### src/rtl/div_issue_ctrl.sv
// Execute-stage issue controller for M-extension divide/remainder ops.
// Special cases resolve locally; everything else runs on the iterative divider.
`timescale 1ns/1ps
module div_issue_ctrl #(
  parameter int unsigned TIMEOUT_CYCLES = 96
) (
  input  logic        clk,
  input  logic        rst,
  input  logic        ex_div_valid,
  input  logic [7:0]  ex_inst_opcode,
  input  logic [63:0] ex_rs1_data,
  input  logic [63:0] ex_rs2_data,
  input  logic        ex_flush,
  output logic        div_stall_req,
  output logic        div_result_valid,
  output logic [63:0] div_result_data,
  output logic        div_timeout_err,
  output logic [63:0] div_divisor,
  output logic [63:0] div_dividend,
  output logic [7:0]  div_inst_opcode,
  output logic        div_ready,
  input  logic [63:0] div_rem_data,
  input  logic        div_finish
);

  localparam logic [7:0] INST_DIV   = 8'h40;
  localparam logic [7:0] INST_DIVU  = 8'h41;
  localparam logic [7:0] INST_DIVW  = 8'h42;
  localparam logic [7:0] INST_DIVUW = 8'h43;
  localparam logic [7:0] INST_REM   = 8'h44;
  localparam logic [7:0] INST_REMU  = 8'h45;
  localparam logic [7:0] INST_REMW  = 8'h46;
  localparam logic [7:0] INST_REMUW = 8'h47;

  localparam int unsigned    CntW    = $clog2(TIMEOUT_CYCLES + 1);
  localparam logic [CntW-1:0] CntLast = CntW'(TIMEOUT_CYCLES - 1);

  typedef enum logic [1:0] {StIdle, StBusy, StResp} state_e;

  state_e          state_q, state_d;
  logic [7:0]      opcode_q, opcode_d;
  logic [63:0]     a_q, a_d;
  logic [63:0]     b_q, b_d;
  logic            word_q, word_d;
  logic [63:0]     result_q, result_d;
  logic [CntW-1:0] cnt_q, cnt_d;
  logic            err_q, err_d;

  logic        is_div_op, is_word, is_signed, is_rem;
  logic [63:0] a_ext, b_ext;
  logic        div_zero, overflow, special;
  logic [63:0] special_res;
  logic        accept;

  always_comb begin
    is_div_op = 1'b1;
    is_word   = 1'b0;
    is_signed = 1'b0;
    is_rem    = 1'b0;
    case (ex_inst_opcode)
      INST_DIV:   is_signed = 1'b1;
      INST_DIVU:  is_signed = 1'b0;
      INST_DIVW:  begin is_word = 1'b1; is_signed = 1'b1; end
      INST_DIVUW: is_word = 1'b1;
      INST_REM:   begin is_rem = 1'b1; is_signed = 1'b1; end
      INST_REMU:  is_rem = 1'b1;
      INST_REMW:  begin is_rem = 1'b1; is_word = 1'b1; is_signed = 1'b1; end
      INST_REMUW: begin is_rem = 1'b1; is_word = 1'b1; end
      default:    is_div_op = 1'b0;
    endcase
  end

  always_comb begin
    a_ext = ex_rs1_data;
    b_ext = ex_rs2_data;
    if (is_word) begin
      if (is_signed) begin
        a_ext = {{32{ex_rs1_data[31]}}, ex_rs1_data[31:0]};
        b_ext = {{32{ex_rs2_data[31]}}, ex_rs2_data[31:0]};
      end else begin
        a_ext = {32'h0, ex_rs1_data[31:0]};
        b_ext = {32'h0, ex_rs2_data[31:0]};
      end
    end
  end

  always_comb begin
    div_zero = (b_ext == 64'h0);
    if (is_word) begin
      overflow = is_signed && (ex_rs1_data[31:0] == 32'h8000_0000) &&
                 (ex_rs2_data[31:0] == 32'hFFFF_FFFF);
    end else begin
      overflow = is_signed && (ex_rs1_data == 64'h8000_0000_0000_0000) &&
                 (ex_rs2_data == 64'hFFFF_FFFF_FFFF_FFFF);
    end
    special = div_zero | overflow;
    // On overflow the quotient equals the extended numerator for both widths.
    if (div_zero) begin
      special_res = is_rem ? a_ext : 64'hFFFF_FFFF_FFFF_FFFF;
    end else begin
      special_res = is_rem ? 64'h0 : a_ext;
    end
  end

  assign accept = (state_q == StIdle) && ex_div_valid && is_div_op && !ex_flush;

  always_comb begin
    state_d  = state_q;
    opcode_d = opcode_q;
    a_d      = a_q;
    b_d      = b_q;
    word_d   = word_q;
    result_d = result_q;
    cnt_d    = cnt_q;
    err_d    = err_q;
    if (ex_flush) begin
      state_d = StIdle;
    end else begin
      unique case (state_q)
        StIdle: begin
          if (accept) begin
            opcode_d = ex_inst_opcode;
            a_d      = a_ext;
            b_d      = b_ext;
            word_d   = is_word;
            cnt_d    = '0;
            if (special) begin
              result_d = special_res;
              state_d  = StResp;
            end else begin
              state_d  = StBusy;
            end
          end
        end
        StBusy: begin
          if (div_finish) begin
            result_d = word_q ? {{32{div_rem_data[31]}}, div_rem_data[31:0]} : div_rem_data;
            state_d  = StResp;
          end else if (cnt_q == CntLast) begin
            err_d    = 1'b1;
            result_d = 64'h0;
            state_d  = StResp;
          end else begin
            cnt_d = cnt_q + 1'b1;
          end
        end
        StResp:  state_d = StIdle;
        default: state_d = StIdle;
      endcase
    end
  end

  always_ff @(posedge clk) begin
    if (!rst) begin
      state_q  <= StIdle;
      opcode_q <= 8'h0;
      a_q      <= 64'h0;
      b_q      <= 64'h0;
      word_q   <= 1'b0;
      result_q <= 64'h0;
      cnt_q    <= '0;
      err_q    <= 1'b0;
    end else begin
      state_q  <= state_d;
      opcode_q <= opcode_d;
      a_q      <= a_d;
      b_q      <= b_d;
      word_q   <= word_d;
      result_q <= result_d;
      cnt_q    <= cnt_d;
      err_q    <= err_d;
    end
  end

  // The divider's port names are swapped relative to their meaning.
  assign div_divisor      = a_q;
  assign div_dividend     = b_q;
  assign div_inst_opcode  = opcode_q;
  assign div_ready        = (state_q == StBusy);
  assign div_result_valid = (state_q == StResp);
  assign div_result_data  = result_q;
  assign div_timeout_err  = err_q;
  assign div_stall_req    = accept | ((state_q == StBusy) & ~ex_flush);

endmodule

### config.mk
export PLATFORM = sky130hd
export DESIGN_NAME = div_issue_ctrl
export DESIGN_NICKNAME = d
export VERILOG_FILES = /design/src/rtl/div_issue_ctrl.sv
export SDC_FILE = /design/constraint.sdc
export NUM_CORES = 1
export LEC_CHECK = 0
export ABC_AREA = 1
export BUFFER_PORTS_ARGS = -buffer_cell sky130_fd_sc_hd__buf_2
export CAP_MARGIN = 0
export CORE_AREA = 5 5 158 160
export DETAILED_ROUTE_END_ITERATION = 8
export DIE_AREA = 0 0 163 165
export PLACE_DENSITY_LB_ADDON = 0.12
export SETUP_SLACK_MARGIN = 0.1
export SLEW_MARGIN = 20
export SYNTH_ARGS = -nofsm -noshare
export SYNTH_HDL_FRONTEND = slang
export SYNTH_SLANG_ARGS = --single-unit
### constraint.sdc
create_clock -name clk -period 2.7 [get_ports clk]
set_input_delay 0.54 -clock clk [delete_from_list [all_inputs] [get_ports clk]]
set_output_delay 0.54 -clock clk [all_outputs]
set_load 0.05 [all_outputs]
==> impl_metrics.tcl <==
set metrics [dict create \
    critical_path_required_ns 2.16 \
    hold_class "input pin to register" \
    status "finished, final reports clean" \
    postRouteAntennaNets 0 \
    start_kind "register" \
    synthTopCellsByArea "sky130_fd_sc_hd__dfxtp_1, sky130_fd_sc_hd__nand2_1, sky130_fd_sc_hd__nor2_1" \
    achievable-frequency_ghz 0.404 \
    setup-violations-final 0 \
    final_layout_size_suffix_gt1_frac 0.234 \
    cts.sinks 211 \
    reg2regPathDepth 11 \
    worst_slew_margin_rel 0.522 \
    comb_power_share 0.089 \
    grt_setup_unrepaired "false" \
    power_switching_share 0.245 \
    placed_area_mm2 0.0131 \
    clock_latency_ns 0.52 \
    totalWireLength_mm 39.5 \
    cp.arrival_ns 1.93 \
    yosys_warn_count 0 \
    vdd.ir_drop.worst_v 0.000309 \
    post_synth_num_cell_types 29 \
    internal-power_mw 5.20 \
    final.fill_count 2355 \
    fin_tns_setup_ns 0 \
    power_switching_mw 1.69 \
    port_bufs 408 \
    worstHoldStart "div_finish" \
    wl_per_cell_um 16.5 \
    antenna_found_initial 4 \
    nets_finish 2274 \
    synth.avg_cell_area_um2 6.22 \
    r2r_start "cnt_q[0]" \
    p_leak_nw 7.27 \
    boundaryPins 409 \
    detailedRoute.firstPassIterationCount 5 \
    rows 56 \
    maximum_number_of_pins_on_one_net_before_global_route_repair 129 \
    grt_pass1_wl_mm 61.0 \
    fin_crit_sh 0.917 \
    finalHoldViolCount 0 \
    kind_of_capture_point_of_the_worst_setup_path "primary output" \
    global_route.usage.total 0.279 \
    post_synthesis_net_count 1935 \
    post_cts_setup_buffer_count 0 \
    detail_route.vias_per_cell 5.13 \
    postSynthRegisterBits 211 \
    yosysTopAreaCell "sky130_fd_sc_hd__dfxtp_1" \
    final.setup_skew_ns 0.0151 \
    critical_path_peak_fanout 3 \
    fin_area_mm2 0.0139 \
    area_growth_pct 28.8 \
    synthCells 1729 \
    globalplace.congestion 0.895 \
    cts_buffers 24 \
    drc 0 \
    max_cap_viol_count 0 \
    min_period_ns 2.47 \
    holdPathEnd "div_timeout_err" \
    clock_root_buffer "sky130_fd_sc_hd__clkbuf_16" \
    p_clk_frac 0.456 \
    place_hpwl_mm 28.3 \
    final_max_slew_viol_count 0 \
    area_of_the_die_mm2 0.0269 \
    path_class "register to primary output" \
    synth.cell_area_mm2 0.0108 \
    globalRouteOverflowTotal 0 \
    r2r_end "div_result_data[43]" \
    whs_ns 0.252 \
    setup.reg_to_reg.worst_slack_ns 0.63 \
    hold_path_depth 2 \
    cellPowerDensity_mw_per_mm2 497 \
    worst_pin_slew_ns 0.716 \
    tritoncts "yes" \
    drtIter0Drc 1098 \
    synth_top_cell_area_share 0.393 \
    route.vias.total 12300 \
    floorplan.initialDensity 0.463 \
    maximum_root_to_sink_buffer_count 3 \
    die_h_um 165 \
    pwr-share-seq 0.455 \
    grt_pass1_vias 11500 \
    path_clk_slew_ns 0.06 \
    ys_seq_area_frac 0.393 \
    chipWidth_um 163 \
    cts_max_level 1 \
    design.core.area_mm2 0.0233 \
]
[cell families after synthesis]
logic type / after synthesis / synth area share
and+or+nand+nor: 862 / 0.318
adders and majority gates: 1 / 0.00116
DFF: 211 / 0.393
xor gates and xnor gates: 1 / 0.000814
buffers and inverters: 273 / 0.101
AOI/OAI and AO/OA: 381 / 0.187
[sequential cells by signal (all words and copies together), names as in the netlist]
register	flops
state_q	2
cnt_q	7
div_timeout_err	1
word_q	1
div_inst_opcode	8
div_result_data	64
div_dividend	64
div_divisor	64
[what timing repair did]
item | CTS | global route
endpoints found under the setup margin | 1 | 1
pin swaps | 0 | 0
cloned | 0 | 0
hold buffers | 0 | 0
resized for setup | 1 | 3
[cells in the mapped netlist, drive strengths merged]
| cell type | n |
|---|---|
| nor4 | 1 |
| nand2 | 409 |
| a211oi | 17 |
| or3b | 1 |
| o21ai | 227 |
| clkinv | 1 |
| clkbuf | 89 |
| o21a | 1 |
| o31ai | 1 |
| ha | 1 |
| dfxtp | 211 |
| o41ai | 1 |
| o211a | 1 |
| nor2 | 336 |
| nand4 | 18 |
| and3 | 3 |
| xor2 | 1 |
| a21oi | 102 |
| nor3 | 9 |
| inv | 149 |
| buf | 34 |
| a31oi | 31 |
| nand3 | 85 |
[per-layer routing]
layer | vias to the layer above | track usage | routed length [µm]
met3 | 95 | 0.0629 | 3290
met1 | 5522 | 0.344 | 16000
met2 | 473 | 0.477 | 18800
met5 | - | 0 | 21
met4 | 4 | 0.104 | 1440
li1 | 6218 | - | -
[critical path, cell delays in order, from the launching register on]
cell	delay, ns
sky130_fd_sc_hd__dfxtp_1	0.33
sky130_fd_sc_hd__inv_1	0.11
sky130_fd_sc_hd__nand2_1	0.12
sky130_fd_sc_hd__nor3_1	0.25
sky130_fd_sc_hd__nand2_2	0.10
sky130_fd_sc_hd__nand2_1	0.12
sky130_fd_sc_hd__inv_1	0.07
sky130_fd_sc_hd__nor2_2	0.10
sky130_fd_sc_hd__buf_4	0.22
[worst max path at each step]
stage                 startpoint             endpoint  slack (ns)  depth (start not counted)
2_1_floorplan         state_q[0]             cnt_q[5]        0.30                         10
3_3_place_gp   ex_inst_opcode[3]  div_result_data[43]        0.12                         13
3_5_place_dp   ex_inst_opcode[3]  div_result_data[43]        0.08                         15
4_1_cts               state_q[0]        div_stall_req        0.16                          8
5_1_grt               state_q[0]        div_stall_req        0.11                          8
6_report              state_q[0]        div_stall_req        0.23                          8
[power groups by stage]
stage / clock network, mW / logic, mW / registers (mW)
final: 3.14 / 0.611 / 3.13
after global routing: 3.35 / 0.674 / 3.13
after CTS: 3.21 / 0.610 / 3.13
after detailed placement: 0 / 0.606 / 3.20
after global placement: 0 / 0.606 / 3.20
after floorplan: 0 / 0.252 / 3.25
[layout by cell type, fill, tap and decap left out, types with 3 or more instances in the layout]
cell type and n:
sky130_fd_sc_hd__buf_2 406, sky130_fd_sc_hd__nand2_1 406, sky130_fd_sc_hd__inv_2 3, sky130_fd_sc_hd__nor3_1 9, sky130_fd_sc_hd__and3_1 3, sky130_fd_sc_hd__a21oi_1 100, sky130_fd_sc_hd__o21ai_1 5, sky130_fd_sc_hd__clkbuf_1 6
sky130_fd_sc_hd__diode_2 3, sky130_fd_sc_hd__clkbuf_8 5, sky130_fd_sc_hd__inv_1 145, sky130_fd_sc_hd__dfxtp_1 211, sky130_fd_sc_hd__nand3_2 3, sky130_fd_sc_hd__nand2_2 3, sky130_fd_sc_hd__buf_12 13, sky130_fd_sc_hd__o21ai_0 222
sky130_fd_sc_hd__clkbuf_16 24, sky130_fd_sc_hd__nand3_1 81, sky130_fd_sc_hd__a31oi_1 31, sky130_fd_sc_hd__a211oi_1 17, sky130_fd_sc_hd__nor2_1 333, sky130_fd_sc_hd__buf_4 17, sky130_fd_sc_hd__nand4_1 18
[layout make-up]
class / instances / area, µm² / area share
antenna: 3 / 7.51 / 0.000542
clock buffer: 35 / 692 / 0.0499
clock inverter: 3 / 51.3 / 0.00370
inverter: 150 / 568 / 0.0410
multi-input combinational: 1245 / 5500 / 0.397
sequential: 211 / 4220 / 0.305
tap: 319 / 399 / 0.0288
timing repair buffer: 436 / 2420 / 0.175
[metrics by stage]
stage                     total power [mW]  cells  setup WS, ns  utilization
after detailed placement              3.81   2361        0.0757        0.563
after global routing                  7.16   2401         0.110        0.596
after global placement                3.81   2361         0.117        0.563
after CTS                             6.95   2399         0.163        0.595
final                                 6.89   2402         0.225        0.596
after floorplan                       3.50   1729         0.302            -
Note: power is estimated with default switching activity, not from simulation.
